$ cat src/rtl/barrel_shift_sequencer_4_bit_if.sv
// rtl/barrel_shift_sequencer_4_bit_if.sv - command/result handshake bundle for barrel_shift_sequencer_4_bit
interface barrel_shift_sequencer_4_bit_if;
  logic       cmd_tvalid;
  logic       cmd_tready;
  logic [2:0] cmd_mode;
  logic [3:0] cmd_amount;
  logic       cmd_carry;
  logic [3:0] cmd_tdata;
  logic       res_tvalid;
  logic       res_tready;
  logic [3:0] res_tdata;
  logic       res_carry;
  logic       busy;

  modport master (
    output cmd_tvalid, cmd_mode, cmd_amount, cmd_carry, cmd_tdata, res_tready,
    input  cmd_tready, res_tvalid, res_tdata, res_carry, busy
  );

  modport slave (
    input  cmd_tvalid, cmd_mode, cmd_amount, cmd_carry, cmd_tdata, res_tready,
    output cmd_tready, res_tvalid, res_tdata, res_carry, busy
  );
endinterface

$ cat src/rtl/barrel_shift_sequencer_4_bit.sv
// rtl/barrel_shift_sequencer_4_bit.sv - multi-pass shift/rotate sequencer around a 3-bit-per-pass shifter
// Optional macro SHIFT_SEQ_AMOUNT_REDUCE_EN folds the amount at capture to shorten long commands.
module barrel_shifter_4_bit (
  input  logic       enable,
  input  logic [2:0] mode,
  input  logic [1:0] length,
  input  logic [3:0] data_in,
  input  logic       carry_in,
  output logic [3:0] data_out,
  output logic       carry_out
);
  logic [4:0] cd;
  logic [4:0] cd_rot;

  assign cd = {carry_in, data_in};

  always_comb begin
    data_out  = data_in;
    carry_out = carry_in;
    cd_rot    = cd;
    if (enable) begin
      case (mode)
        3'd0, 3'd2: data_out = data_in << length;
        3'd1:       data_out = data_in >> length;
        3'd3:       data_out = $signed(data_in) >>> length;
        3'd4:       data_out = (data_in << length) | (data_in >> (3'd4 - {1'b0, length}));
        3'd5:       data_out = (data_in >> length) | (data_in << (3'd4 - {1'b0, length}));
        3'd6: begin
          cd_rot = (cd << length) | (cd >> (3'd5 - {1'b0, length}));
          {carry_out, data_out} = cd_rot;
        end
        default: begin
          cd_rot = (cd >> length) | (cd << (3'd5 - {1'b0, length}));
          {carry_out, data_out} = cd_rot;
        end
      endcase
    end
  end
endmodule

module barrel_shift_sequencer_4_bit (
  input  logic                          clk,
  input  logic                          rst,
  barrel_shift_sequencer_4_bit_if.slave bus
);
  typedef enum logic [1:0] {IDLE, RUN, DONE} state_t;

  state_t     state;
  logic [2:0] mode_r;
  logic [3:0] rem;
  logic [3:0] work_data;
  logic       work_carry;
  logic       cmd_ready_r;
  logic       res_valid_r;
  logic [3:0] res_data_r;
  logic       res_carry_r;
  logic       busy_r;

  logic [1:0] step;
  logic [3:0] rem_next;
  logic       sh_enable;
  logic [3:0] sh_data;
  logic       sh_carry;

`ifdef SHIFT_SEQ_AMOUNT_REDUCE_EN
  // Rotates repeat with period 4 (data) or 5 ({carry,data}); shifts saturate after 4 bits.
  function automatic logic [3:0] reduce_amount(input logic [2:0] mode, input logic [3:0] amount);
    case (mode)
      3'd4, 3'd5: return {2'b00, amount[1:0]};
      3'd6, 3'd7: return amount % 4'd5;
      default:    return (amount > 4'd4) ? 4'd4 : amount;
    endcase
  endfunction
`endif

  assign step      = (rem > 4'd3) ? 2'd3 : rem[1:0];
  assign rem_next  = rem - {2'b00, step};
  assign sh_enable = (state == RUN);

  barrel_shifter_4_bit u_shifter (
    .enable    (sh_enable),
    .mode      (mode_r),
    .length    (step),
    .data_in   (work_data),
    .carry_in  (work_carry),
    .data_out  (sh_data),
    .carry_out (sh_carry)
  );

  always_ff @(posedge clk or posedge rst) begin
    if (rst) begin
      state       <= IDLE;
      mode_r      <= 3'd0;
      rem         <= 4'd0;
      work_data   <= 4'd0;
      work_carry  <= 1'b0;
      cmd_ready_r <= 1'b1;
      res_valid_r <= 1'b0;
      res_data_r  <= 4'd0;
      res_carry_r <= 1'b0;
      busy_r      <= 1'b0;
    end else begin
      case (state)
        IDLE: begin
          if (bus.cmd_tvalid) begin
            mode_r      <= bus.cmd_mode;
            work_data   <= bus.cmd_tdata;
            work_carry  <= bus.cmd_carry;
`ifdef SHIFT_SEQ_AMOUNT_REDUCE_EN
            rem         <= reduce_amount(bus.cmd_mode, bus.cmd_amount);
`else
            rem         <= bus.cmd_amount;
`endif
            cmd_ready_r <= 1'b0;
            busy_r      <= 1'b1;
            state       <= RUN;
          end
        end
        RUN: begin
          work_data  <= sh_data;
          work_carry <= sh_carry;
          rem        <= rem_next;
          if (rem_next == 4'd0) begin
            res_valid_r <= 1'b1;
            res_data_r  <= sh_data;
            res_carry_r <= (mode_r[2:1] == 2'b11) ? sh_carry : 1'b0;
            state       <= DONE;
          end
        end
        DONE: begin
          if (bus.res_tready) begin
            res_valid_r <= 1'b0;
            cmd_ready_r <= 1'b1;
            busy_r      <= 1'b0;
            state       <= IDLE;
          end
        end
        default: state <= IDLE;
      endcase
    end
  end

  assign bus.cmd_tready = cmd_ready_r;
  assign bus.res_tvalid = res_valid_r;
  assign bus.res_tdata  = res_data_r;
  assign bus.res_carry  = res_carry_r;
  assign bus.busy       = busy_r;
endmodule

$ cat src/flat_wrapper.sv
// flat-port wrapper written by rule: the top's interface ports become plain ports
module barrel_shift_sequencer_4_bit_flat 
  (clk, rst, bus_cmd_tvalid, bus_cmd_mode, bus_cmd_amount, bus_cmd_carry, bus_cmd_tdata, bus_res_tready, bus_cmd_tready, bus_res_tvalid, bus_res_tdata, bus_res_carry, bus_busy);
  barrel_shift_sequencer_4_bit_if bus_i ();
  input  logic clk;
  input  logic rst;
  input wire logic [$bits(bus_i.cmd_tvalid)-1:0] bus_cmd_tvalid;
  input wire logic [$bits(bus_i.cmd_mode)-1:0] bus_cmd_mode;
  input wire logic [$bits(bus_i.cmd_amount)-1:0] bus_cmd_amount;
  input wire logic [$bits(bus_i.cmd_carry)-1:0] bus_cmd_carry;
  input wire logic [$bits(bus_i.cmd_tdata)-1:0] bus_cmd_tdata;
  input wire logic [$bits(bus_i.res_tready)-1:0] bus_res_tready;
  output wire logic [$bits(bus_i.cmd_tready)-1:0] bus_cmd_tready;
  output wire logic [$bits(bus_i.res_tvalid)-1:0] bus_res_tvalid;
  output wire logic [$bits(bus_i.res_tdata)-1:0] bus_res_tdata;
  output wire logic [$bits(bus_i.res_carry)-1:0] bus_res_carry;
  output wire logic [$bits(bus_i.busy)-1:0] bus_busy;
  assign bus_i.cmd_tvalid = bus_cmd_tvalid;
  assign bus_i.cmd_mode = bus_cmd_mode;
  assign bus_i.cmd_amount = bus_cmd_amount;
  assign bus_i.cmd_carry = bus_cmd_carry;
  assign bus_i.cmd_tdata = bus_cmd_tdata;
  assign bus_i.res_tready = bus_res_tready;
  assign bus_cmd_tready = bus_i.cmd_tready;
  assign bus_res_tvalid = bus_i.res_tvalid;
  assign bus_res_tdata = bus_i.res_tdata;
  assign bus_res_carry = bus_i.res_carry;
  assign bus_busy = bus_i.busy;
  barrel_shift_sequencer_4_bit u_core (.clk(clk), .rst(rst), .bus(bus_i));
endmodule
$ cat config.mk
export PLATFORM = sky130hd
export DESIGN_NAME = barrel_shift_sequencer_4_bit_flat
export DESIGN_NICKNAME = d
export VERILOG_FILES = /design/src/rtl/barrel_shift_sequencer_4_bit_if.sv /design/src/rtl/barrel_shift_sequencer_4_bit.sv /design/src/flat_wrapper.sv
export SDC_FILE = /design/constraint.sdc
export NUM_CORES = 1
export LEC_CHECK = 0
export BUFFER_PORTS_ARGS = -buffer_cell sky130_fd_sc_hd__buf_4
export CAP_MARGIN = 20
export CORE_UTILIZATION = 59
export CTS_BUF_LIST = sky130_fd_sc_hd__clkbuf_4
export DETAILED_ROUTE_END_ITERATION = 8
export PLACE_DENSITY_LB_ADDON = 0.15
export SYNTH_ARGS = -nofsm -noshare
export SYNTH_HDL_FRONTEND = slang
export SYNTH_SLANG_ARGS = --single-unit
$ cat constraint.sdc
create_clock -name clk -period 2.6 [get_ports clk]
set_clock_uncertainty 0.05 [all_clocks]
set_input_delay 0.52 -clock clk [delete_from_list [all_inputs] [get_ports clk]]
set_output_delay 0.52 -clock clk [all_outputs]
set_load 0.005 [all_outputs]
# ---- Word-level counts from Yosys, hierarchy flattened
# Index checks and enable logic that the tools add are counted.
dict set report totals {
  reg_bits 22
  latchBits 0
  ramBits 0
  romBits 0
  output_inout_bits 8
  elab_cells 75
  memories 0
}
dict set report op_classes {
  addsub 3
  n_mul 0
  n_div 0
  order_cmp 1
  n_eq_ne 12
  n_shift 9
  muxes 22
  bitwise 4
  reduce_logical 14
}
# op count
set ops {}
lappend ops {{4-bit case mux with 6 select lines} 1}
lappend ops {{4-bit case mux with 2 select lines} 2}
lappend ops {{5-bit bitwise OR} 2}
lappend ops {{1-bit case mux with 2 select lines} 5}
lappend ops {{3-bit == test (second input constant)} 3}
lappend ops {{3-bit AND reduction} 3}
lappend ops {{2-bit 2-to-1 mux} 4}
lappend ops {{4-bit 2-to-1 mux} 2}
lappend ops {{4-bit bitwise OR} 2}
lappend ops {{1-bit 2-to-1 mux} 7}
lappend ops {{3-bit by 2-bit == test with 1-bit output (second input constant)} 2}
lappend ops {{2-bit inequality test (second input constant)} 3}
lappend ops {{2-bit case mux with 3 select lines} 1}
lappend ops {{2-bit AND reduction} 3}
lappend ops {{2-bit nonzero test} 3}
lappend ops {{6-bit OR reduction} 1}
lappend ops {{3-bit by 2-bit subtractor with 3-bit output (first input constant)} 2}
lappend ops {{5-bit by 2-bit left shift with 5-bit output} 1}
lappend ops {{5-bit by 3-bit left shift with 5-bit output} 1}
lappend ops {{5-bit by 2-bit right shift with 5-bit output} 1}
lappend ops {{5-bit by 3-bit right shift with 5-bit output} 1}
lappend ops {{2-bit == test (second input constant)} 2}
lappend ops {{4-bit by 2-bit > comparator with 1-bit output (second input constant)} 1}
lappend ops {{4-bit logical NOT} 1}
lappend ops {{11 further kinds} 11}

# ---- Depth between registers and ports, before layout
# Gate-level depths: netlist of the first run.
dict set report logic_depth {
  ltp_word 7
  ltp_mapped 10
  ltp_nobuf 8
}

# ---- Hierarchy
# A second synthesis of the first run with hierarchy kept.
dict set report unflattened {
  hier_cells 204
  hier_area_um2 1815.5
}
# mod instances cells_per_inst area_each_um2 seq_area_each_um2
set modules_own_cells {}
lappend modules_own_cells {barrel_shift_sequencer_4_bit 1 98 1062.3 551.8}
lappend modules_own_cells {barrel_shifter_4_bit 1 106 753.2 0.0}

# ---- Least setup slack after synthesis of the first run
# Ideal clock, no wire load.
dict set report synth_path {
  kind {register to register}
  from {register u_core.rem[3]}
  to {register u_core.res_carry_r (netlist: u_core.bus.res_carry)}
  setup_time_ns 0.128
  arrival_time_ns 1.872
  required_ns 2.422
  setup_slack_ns 0.551
  path_stages_with_launch 10
  path_buffers 2
  synth_period_minus_slack_ns 2.049
  path_cell_list {dfrtp_1 buf_6 or2_1 buf_2 nand2_1 ha_1 inv_1 a311oi_2 nand2_2 mux2_1}
}
dict set report synth_via {
  elab_chain_cells 7
  word_cells_on_any_way 14
}
# item line_no
set synth_rtl {}
lappend synth_rtl {{start: declaration} barrel_shift_sequencer_4_bit.sv:50} ;# logic [3:0] rem;
lappend synth_rtl {{start signal: assignment} barrel_shift_sequencer_4_bit.sv:112} ;# rem <= bus.cmd_amount;
lappend synth_rtl {{start signal: assignment} barrel_shift_sequencer_4_bit.sv:122} ;# rem <= rem_next;
lappend synth_rtl {{4-bit by 2-bit > comparator with 1-bit output} barrel_shift_sequencer_4_bit.sv:76} ;# assign step = (rem > 4'd3) ? 2'd3 : rem[1:0];
lappend synth_rtl {{2-bit 2-to-1 mux} barrel_shift_sequencer_4_bit.sv:76}
lappend synth_rtl {{3-bit by 2-bit subtractor with 3-bit output} {barrel_shift_sequencer_4_bit.sv:29, barrel_shift_sequencer_4_bit.sv:33}}
lappend synth_rtl {{5-bit by 3-bit left shift with 5-bit output or 5-bit by 3-bit right shift with 5-bit output (tied branches)} {barrel_shift_sequencer_4_bit.sv:33, barrel_shift_sequencer_4_bit.sv:29}}
lappend synth_rtl {{5-bit bitwise OR (on tied branches)} {barrel_shift_sequencer_4_bit.sv:33, barrel_shift_sequencer_4_bit.sv:29}}
lappend synth_rtl {{1-bit case mux with 2 select lines} barrel_shift_sequencer_4_bit.sv:22} ;# case (mode)
lappend synth_rtl {{1-bit 2-to-1 mux} barrel_shift_sequencer_4_bit.sv:126} ;# res_carry_r <= (mode_r[2:1] == 2'b11) ? sh_carry : 1'b0;
lappend synth_rtl {{end signal: assignment} barrel_shift_sequencer_4_bit.sv:126}
lappend synth_rtl {{end: declaration} barrel_shift_sequencer_4_bit.sv:56} ;# logic res_carry_r;
# Parallel ways exist; a longest one is shown, timed or not.
# A chain may end at the register's enable or synchronous reset.

# ---- Final worst setup path of the first run
dict set report layout_path {
  from {register u_core.rem[2]}
  to {register u_core.res_carry_r (netlist: u_core.bus.res_carry)}
}
# The elaborated chain is that of the path after synthesis.

==> summary.md, run 1 <==
| Metric | Value |
|---|---|
| Dpl ws | `~370 ps` |
| Netlist cell types | `50` |
| Synth Area per Inst | `slightly below 8 um2` |
| Post-synth ARST share | `100%` |
| Number of iterations in the first detailed-routing pass | `5` |
| Final hold vios | `0` |
| Seq/Total Area, Yosys | `32.8%` |
| Synthesized Nets | `about 230` |
| Routed wire length | `4.55 mm` |
| Initial antenna violation count | `0` |
| Iteration-0 DRC Markers | `111` |
| Synth warnings | `0` |
| Routed len/inst | `17.8 um` |
| Final Critical Period | `around 2300 ps` |
| CTS buffer count | `3` |
| Slew Viols, Final | `0` |
| Max-slew headroom | `between 40% and 50%` |
| Dpl hpwl | `3.35 mm` |
| Top_reg_cell synth | `dfrtp_1` |
| Post-DRT Antenna Nets | `0` |
| Setup Crit Path Kind | `register to register` |
| Crit path max-delay cell type | `dfrtp_1` |
| Vias in the first global route | `1604` |
| PD cells | `1410 nW/um2` |
| FMAX | `444 MHz` |
| Family with the most delay on the worst path | `simple AND/OR/NAND/NOR gates` |
| Buf+Inv Stages, Crit Path | `1` |
| Critical path capture point type | `register` |
| CTS tree | `done` |
| CP Max Fanout | `13` |
| Post-CTS Hold Buffers | `0` |
| Placed Area | `1830 um2` |
| GP Congestion | `0.966` |
| Area Growth Syn to Fin | `11.9%` |
| RSZ-0062 raised after global routing | `no` |
| # clock sinks | `22` |
| Cells after DPL | `~250` |
| Critical Path RT | `2760 ps` |
| Final WS setup | `346 ps` |
| Max-Cap Viols | `0` |
| Slowest stage delay, CP | `530 ps` |
| DRC Markers | `0` |
| Clock transition at path regs | `approximately 130 ps` |
| Clock Tree Root | `clkbuf_4` |
| Reg2reg start | `u_core.rem[2]` |
| Maximum clock path buffer count | `2` |
| Clock Latency Late Sink | `roughly 310 ps` |
| N_diodes | `0` |
| LEAKAGE | `0.819 nW` |
| Layout fillers | `226` |
| Crit-path cells | `or2_1 -> nand2_1 -> ha_1 -> inv_1 -> a311oi_2 -> nand2_2 -> mux2_1` |
| Overflow after GRT | `0` |
| Mapped Area | `1680 um2` |
| Global-route wire length before repair | `7.62 mm` |
| H-tree levels | `1` |
| Core box area | `about 2700 um2` |
| Final layout net count | `243` |
| Worst-Margin Slew | `822 ps` |
| Die area | `3070 um2` |
| Largest net degree at the start of global routing | `26` |
| Arrival time of the worst setup path | `2410 ps` |
| Startpoint Class | `register` |
| Chip Height | `55.4 um` |
| Die width | `55.4 um` |
| # Post-CTS Setup Buffers | `0` |
| Quantity of I/O buffers inserted on ports | `23` |
| Max VDD drop | `about 1.2 mV` |
| Fin cells | `256` |
| Final setup TNS | `0 ps` |
| EDFF count, synth | `0` |
| Status | `completed` |
| Row Count | `19` |
| Flops & latches, synth | `22` |
| Initial core utilization | `around three fifths` |
| HP Class | `input port to asynchronous set/reset pin` |
| Setup violations, final | `0` |
| Critical R2R Capture | `u_core.bus.res_carry` |
| Post-synthesis cell count | `between 200 and 250` |
| Top-Level Pins | `24` |
| WP depth | `7` |
| Cell area after layout | `1880 um2` |
| Share of layout cells above drive strength 1 | `17.8%` |
| Post-CTS resize count | `0` |
| DR vias | `1752` |
| Mean number of vias per cell | `between 6 and 7` |
| Reg2reg path depth | `7` |
| Reg2reg setup slack | `350 ps` |
| Gr usage total | `31.0%` |
| Fin crit share | `86.7%` |
==> synth_stat cells, drive strengths merged, types with 2 or more instances <==
cell / n / area, um2
nand3: 5 / 25.0
o21ai: 19 / 95.1
a22o: 3 / 26.3
buf: 12 / 71.3
nor2b: 3 / 18.8
o22ai: 4 / 25.0
nand3b: 2 / 15.0
and2: 2 / 12.5
nor4: 3 / 18.8
o221ai: 2 / 17.5
a221o: 3 / 30.0
nand2b: 4 / 25.0
clkbuf: 6 / 22.5
and3: 5 / 31.3
inv: 12 / 45.0
o31ai: 11 / 87.6
a32oi: 2 / 17.5
o2111ai: 3 / 26.3
a31oi: 3 / 18.8
nor2: 9 / 33.8
dfrtp: 21 / 526
nand2: 31 / 119
or3: 2 / 17.5
o211ai: 3 / 22.5
nor3: 4 / 30.0
a21boi: 2 / 15.0
a221oi: 2 / 23.8
mux2: 3 / 33.8
a21oi: 19 / 95.1
==> power by group <==
part | internal, mW | switching [mW]
logic | 0.667 | 0.905
registers | 0.489 | 0.333
clock network | 0.156 | 0.101
==> layout by cell type (no fill, tap or decap), types with 4 or more instances in the layout <==
cell type,Yosys,routed
o31ai_1,10,10
a21oi_1,19,19
nand2_1,30,30
o21ai_0,16,16
buf_4,2,27
inv_1,12,12
and3_1,5,5
nand3_1,5,5
dfrtp_1,21,21
nand2b_1,4,4
o22ai_1,4,4
nor2_1,9,9
==> sequential cells by signal, indices dropped and copies added (netlist names) <==
signal / count
u_core.mode_r: 3
u_core.bus.cmd_tready: 1
u_core.bus.res_carry: 1
u_core.bus.res_tvalid: 1
u_core.bus.res_tdata: 4
u_core.bus.busy: 1
u_core.state: 2
u_core.work_data: 4
u_core.work_carry: 1
u_core.rem: 4
==> logic make-up (layout without fill, tap and decap cells) <==
group	count (synthesis)	in the layout	share of synthesized area, %
compound gates	83	83	34.1
simple gates	73	73	22.1
buf+inv	30	43	8.25
flops	22	22	32.8
mux	3	3	2.01
fa+ha+maj	1	1	0.743
==> worst max-delay path by stage <==
stage / slack, ps / endpoint / from
5_1_grt: 180 / u_core.bus.res_carry / u_core.rem[2]
4_1_cts: 350 / u_core.bus.res_carry / u_core.rem[2]
6_report: 350 / u_core.bus.res_carry / u_core.rem[2]
3_5_place_dp: 370 / u_core.bus.res_carry / u_core.rem[2]
3_3_place_gp: 480 / u_core.bus.res_carry / u_core.rem[2]
2_1_floorplan: 550 / u_core.bus.res_carry / u_core.rem[3]
==> layer usage <==
layer  share of wire, %  vias to the layer above  GRT usage (%)
met3                8.0                       19           6.79
met1                 43                      818           43.2
met5                  0                        -              0
li1                   -                      823              -
met4                3.5                        0           10.4
met2                 46                       92           47.8
==> area by class of cell <==
| cell class | count | area, um2 | area share, % |
|---|---|---|---|
| timing repair buffer | 27 | 203 | 10.8 |
| tap | 31 | 38.8 | 2.06 |
| clock buffer | 3 | 22.5 | 1.20 |
| clock inverter | 1 | 30.0 | 1.59 |
| inverter | 12 | 45.0 | 2.39 |
| sequential | 22 | 552 | 29.3 |
| multi-input combinational | 160 | 992 | 52.7 |
==> metrics by stage <==
step	hold WS [ps]	util [%]	power (mW)
floorplan	423	-	1.96
global route	333	68.9	2.85
CTS	324	68.9	2.62
finish	300	68.9	2.65
detailed placement	434	67.0	2.35
global placement	416	67.0	2.31
(Power assumes the default switching activity.)
==> inputs of run 2 (changes only) <==
--- a/config.mk
+++ b/config.mk
@@ -9,4 +9,3 @@
 export CAP_MARGIN = 20
-export CORE_UTILIZATION = 59
-export CTS_BUF_LIST = sky130_fd_sc_hd__clkbuf_4
+export CORE_UTILIZATION = 57
 export DETAILED_ROUTE_END_ITERATION = 8
==> constraint.sdc (replaced) <==
create_clock -name clk -period 2.6 [get_ports clk]
set_clock_uncertainty 0.05 [all_clocks]
set_input_delay 0.13 -clock clk [delete_from_list [all_inputs] [get_ports clk]]
set_output_delay 0.13 -clock clk [all_outputs]
set_load 0.005 [all_outputs]
==> run 2 against run 1 <==
Final cell count grew 3.1%. Fmax shrank 2.1%. Setup slack lost 49 ps. Final area grew 2.9%.
==> summary.md, run 2 (synthesis results as in run 1) <==
| Metric | Value |
|---|---|
| Number of iterations in the first detailed-routing pass | `5` |
| # clock sinks | `22` |
| Quantity of I/O buffers inserted on ports | `23` |
| Commonest cells after routing, fill and taps aside | `nand2_1 (30), buf_4 (27), dfrtp_1 (21), a21oi_1 (19), o21ai_0 (16)` |
| Critical Path RT | `2760 ps` |
| Slowest stage delay, CP | `between 500 and 600 ps` |
| Critical path capture point type | `register` |
| Die area | `3170 um2` |
| Clock Latency Late Sink | `320 ps` |
| Routed wire length | `4.93 mm` |
| Final layout net count | `251` |
| Initial core utilization | `60.5%` |
| CP Max Fanout | `13` |
| Slew Viols, Final | `0` |
| Hold depth | `3` |
| Crit-path cells | `or2_1 -> nand2_1 -> ha_1 -> inv_1 -> a311oi_2 -> nand2_2 -> mux2_1` |
| Setup Crit Path Kind | `register to register` |
| FMAX | `434 MHz` |
| Arrival time of the worst setup path | `2470 ps` |
| Area Growth Syn to Fin | `15.1%` |
| Hold Crit Endpoint | `u_core.mode_r[0]` |
| CTS tree | `done` |
| Family with the most delay on the worst path | `simple AND/OR/NAND/NOR gates` |
| Status | `completed` |
| N_diodes | `0` |
| Routed len/inst | `between 15 and 20 um` |
| Clock transition at path regs | `130 ps` |
| Final hold vios | `0` |
| Share of layout cells above drive strength 1 | `16.7%` |
| Critical R2R Capture | `u_core.bus.res_carry` |
| Chip Height | `between 50 and 60 um` |
| Reg2reg start | `u_core.rem[2]` |
| Fin crit share | `88.6%` |
| Post-CTS resize count | `0` |
| LEAKAGE | `0.839 nW` |
| DR vias | `1809` |
| Reg2reg setup slack | `300 ps` |
| Final setup TNS | `0 ps` |
| Iteration-0 DRC Markers | `175` |
| Max VDD drop | `1.07 mV` |
| Global-route wire length before repair | `8.21 mm` |
| Cell area after layout | `1940 um2` |
| Setup violations, final | `0` |
| Maximum clock path buffer count | `2` |
| Post-DRT Antenna Nets | `0` |
| Placed Area | `1830 um2` |
| GP Congestion | `0.929` |
| PD cells | `1340 nW/um2` |
| Final Critical Period | `between 2000 and 2500 ps` |
| Reg2reg path depth | `7` |
| HP Class | `input port to register` |
| Die width | `56.3 um` |
| Worst Hold Launch | `bus_cmd_mode[0]` |
| Gr usage total | `33.3%` |
| Mean number of vias per cell | `6.85` |
| Vias in the first global route | `1684` |
| Dpl ws | `between 300 and 400 ps` |
| Commonest non-fill, non-tap cell in the layout | `nand2_1` |
| Crit path max-delay cell type | `dfrtp_1` |
| Largest net degree at the start of global routing | `23` |
| Overflow after GRT | `0` |
| DRC Markers | `0` |
| Initial antenna violation count | `0` |
| Final WS setup | `between 200 and 300 ps` |
| RSZ-0062 raised after global routing | `no` |
| CTS buffer count | `3` |
| Layout fillers | `230` |
| # Post-CTS Setup Buffers | `0` |
| Clock Tree Root | `clkbuf_4` |
| Row Count | `19` |
| Max-slew headroom | `approximately 47%` |
| Startpoint Class | `register` |
| Core Util, Final | `69.6%` |
| Critical path startpoint | `u_core.rem[2]` |
| Post-CTS Hold Buffers | `8` |
| H-tree levels | `1` |
| Top-Level Pins | `24` |
| WP depth | `7` |
| Max-Cap Viols | `0` |
| Fin cells | `264` |
| Cells after DPL | `252` |
| Core box area | `2780 um2` |
| Dpl hpwl | `3.53 mm` |
| Worst-Margin Slew | `798 ps` |
| Buf+Inv Stages, Crit Path | `1` |
run 2: cell count changes in the layout (fill, tap and decap cells not counted):
cell,delta
dlygate4sd3_1,+8
bufinv_16,-1
clkbuf_1,+1
run 2: routing by layer:
layer | track usage (%) | wire [um] | up-vias
li1 | - | - | 831
met5 | 0 | 0 | -
met2 | 54.3 | 2370 | 94
met4 | 15.3 | 178 | 0
met3 | 5.07 | 349 | 19
met1 | 43.7 | 2030 | 865
run 2: where the power goes:
part / total, mW / internal (mW) / switching, mW
combinational: 1.59 / 0.674 / 0.919
sequential: 0.839 / 0.488 / 0.350
clock: 0.160 / 0.0600 / 0.100
run 2: metrics by stage:
stage | power [mW] | hold WS (ps)
after floorplan | 1.96 | 68.5
after global placement | 2.33 | 259
after detailed placement | 2.37 | 274
after CTS | 2.54 | 6.10
after global routing | 2.79 | 13.8
final | 2.59 | 9.21
run 2: how the worst max path moves through the flow:
stage                                 endpoint  slack (ps)
final                     u_core.bus.res_carry         300
after global routing      u_core.bus.res_carry         130
after CTS                 u_core.bus.res_carry         340
after detailed placement  u_core.bus.res_carry         360
after global placement    u_core.bus.res_carry         490
after floorplan           u_core.bus.res_carry         550
run 2: final cells by class:
cell class	count	area, um2	area share, %
sequential	22	552	28.5
inverter	12	45.0	2.33
tap	31	38.8	2.00
multi-input combinational	160	992	51.2
clock buffer	4	26.3	1.36
timing repair buffer	35	283	14.6
run 2: worst reg2reg max path, cell delays in order, from the launching register on:
cell and delay [ps]:
dfrtp_1 540, or2_1 370, nand2_1 120, ha_1 190
inv_1 80, a311oi_2 300, nand2_2 210, mux2_1 360
==> inputs of run 3 (changes only) <==
Settings changed: ABC_AREA set to 1, CORE_UTILIZATION 57 to 56.
==> run 3 against run 2 <==
Flip-flop and latch count unchanged. Combinational power shrank 6%. Power shrank 9.3%. Wire length fell by 15%. Critical endpoint is now u_core.bus.res_tdata[1]. Largest cell class unchanged. Largest power group unchanged.
==> summary.md, run 3 <==
| Metric | Value |
|---|---|
| Worst Hold Launch | `bus_cmd_tdata[1]` |
| Hold depth | `5` |
| Routed len/inst | `around 14 um` |
| Post-synthesis cell count | `roughly 240` |
| Status | `completed` |
| Commonest non-fill, non-tap cell in the layout | `nand2_1` |
| Global-route wire length before repair | `between 7 and 8 mm` |
| Row Count | `19` |
| Worst-Margin Slew | `832 ps` |
| Routed wire length | `4.20 mm` |
| Post-CTS resize count | `0` |
| Slowest stage delay, CP | `450 ps` |
| Maximum clock path buffer count | `2` |
| LEAKAGE | `1.02 nW` |
| Area leader, netlist | `dfrtp_1` |
| Critical path capture point type | `register` |
| Hold Crit Endpoint | `u_core.work_data[1]` |
| Post-synth ARST share | `100%` |
| Gr usage total | `29.5%` |
| Clock Tree Root | `clkbuf_4` |
| Largest net degree at the start of global routing | `23` |
| Family with the most delay on the worst path | `simple AND/OR/NAND/NOR gates` |
| Placed Area | `between 1500 and 2000 um2` |
| Core box area | `between 2000 and 3000 um2` |
| Share of Yosys cell area claimed by the top area cell type | `32.9%` |
| Reg2reg start | `u_core.rem[2]` |
| Max-slew headroom | `roughly 44%` |
| Quantity of I/O buffers inserted on ports | `23` |
| Top post-synthesis cells by area | `dfrtp_1 (33%), nand2_1 (20%), nand3_1 (10%), inv_1 (6.8%), o21ai_0 (4.1%)` |
| Reg2reg path depth | `11` |
| Final setup TNS | `0 ps` |
| Synth warnings | `0` |
| Max VDD drop | `0.843 mV` |
| CTS buffer count | `3` |
| Top-count cell post-synth | `nand2_1` |
| Clock transition at path regs | `about 130 ps` |
| Number of iterations in the first detailed-routing pass | `5` |
| Final layout net count | `about 290` |
| Arrival time of the worst setup path | `2180 ps` |
| Critical Path RT | `2760 ps` |
| Synth Area per Inst | `6.69 um2` |
| Netlist cell types | `30` |
| Top-Level Pins | `24` |
| Dpl hpwl | `about 3.1 mm` |
| Share of layout cells above drive strength 1 | `18.8%` |
| Post-DRT Antenna Nets | `0` |
| DR vias | `1720` |
| Chip Height | `55.4 um` |
| Top cells by count, synth | `nand2_1 (85), nand3_1 (33), inv_1 (29), dfrtp_1 (21), o21ai_0 (13)` |
| Synthesized Nets | `256` |
| Flops & latches, synth | `22` |
| DRC Markers | `0` |
| Mapped Area | `1600 um2` |
| Mean number of vias per cell | `5.70` |
| Max-Cap Viols | `0` |
| Overflow after GRT | `0` |
| Startpoint Class | `register` |
| Crit path max-delay cell type | `dfrtp_1` |
| N_diodes | `0` |
| CP Max Fanout | `7` |
| Slew Viols, Final | `0` |
| Seq/Total Area, Yosys | `34.5%` |
| Clock Latency Late Sink | `320 ps` |
| Final hold vios | `0` |
| Reg2reg setup slack | `580 ps` |
| Layout fillers | `between 200 and 250` |
| Die width | `~55 um` |
| FMAX | `495 MHz` |
| Fin crit share | `around 78%` |
| RSZ-0062 raised after global routing | `no` |
| EDFF count, synth | `0` |
| Setup violations, final | `0` |
| Commonest cells after routing, fill and taps aside | `nand2_1 (85), nand3_1 (33), inv_1 (29), buf_4 (23), dfrtp_1 (21)` |
| H-tree levels | `1` |
| GP Congestion | `1.07` |
| Area Growth Syn to Fin | `19.0%` |
| Top_reg_cell synth | `dfrtp_1` |
| Initial antenna violation count | `0` |
| Cell area after layout | `1900 um2` |
| Die area | `between 3000 and 4000 um2` |
| Vias in the first global route | `1584` |
| Crit-path cells | `inv_1 -> nand2_1 -> nand2_1 -> ha_1 -> inv_1 -> nor2_1 -> inv_1 -> nor3_4 -> inv_1 -> nand2_1 -> nand2_1` |
| Setup Crit Path Kind | `register to register` |
| Critical R2R Capture | `u_core.bus.res_tdata[1]` |
| Initial core utilization | `58.5%` |
| Final Critical Period | `2020 ps` |
| HP Class | `input port to register` |
| CTS tree | `done` |
| # clock sinks | `22` |
| Iteration-0 DRC Markers | `162` |
| Buf+Inv Stages, Crit Path | `4` |
| PD cells | `1230 nW/um2` |
## run 3: per-stage QoR
step	utilization (%)	hold WS [ps]	setup WS, ps	total power [mW]	cells
after floorplan	-	68.5	965	1.76	239
final	69.6	55.9	578	2.35	302
after global routing	69.6	71.7	403	2.56	302
after CTS	69.6	57.7	594	2.33	302
after global placement	65.0	281	673	2.10	289
after detailed placement	65.0	290	702	2.10	289
## run 3: timing repair
| item | in CTS | in global routing |
|---|---|---|
| hold buffers | 9 | 0 |
| setup buffers | 0 | 0 |
| hold endpoints to repair | 29 | 0 |
## run 3: logic make-up after synthesis
logic type / synth area share (%)
flops: 34.5
fa+ha+maj: 0.782
compound gates: 9.70
simple gates: 45.1
buf+inv: 9.94
## run 3: worst register-to-register path: stages (launching register included)
cell and delay [ps]:
dfrtp_1 450, inv_1 120, nand2_1 80, nand2_1 110, ha_1 170, inv_1 60
nor2_1 140, inv_1 100, nor3_4 290, inv_1 190, nand2_1 90, nand2_1 60
## run 3: metal layers
metal | vias up | track usage, % | share of wire [%]
met2 | 94 | 48.0 | 47
met1 | 779 | 40.4 | 44
met5 | - | 0 | 0
met4 | 0 | 10.4 | 2.5
met3 | 13 | 3.75 | 6.8
li1 | 834 | - | -
## run 3: final cells by class
| type | count | area (um2) | share of cell area, % |
|---|---|---|---|
| multi-input cells | 180 | 888 | 46.7 |
| clock buffers | 4 | 36.3 | 1.91 |
| inverters | 33 | 125 | 6.57 |
| flip-flops and latches | 22 | 552 | 29.0 |
| well taps | 31 | 38.8 | 2.04 |
| repair buffers | 32 | 263 | 13.8 |
## run 3: worst max path at each step
stage                   from                 endpoint  depth (start not counted)
6_report       u_core.rem[2]  u_core.bus.res_tdata[1]                         11
2_1_floorplan  u_core.rem[2]     u_core.bus.res_carry                         11
4_1_cts        u_core.rem[2]  u_core.bus.res_tdata[1]                         11
5_1_grt        u_core.rem[2]  u_core.bus.res_tdata[2]                         11
3_3_place_gp   u_core.rem[2]     u_core.bus.res_carry                         11
3_5_place_dp   u_core.rem[2]  u_core.bus.res_tdata[1]                         11
## run 3: power by group
group	internal, mW	switching (mW)
registers	0.501	0.155
clock network	0.0856	0.109
logic	0.506	0.993
total	1.09	1.26
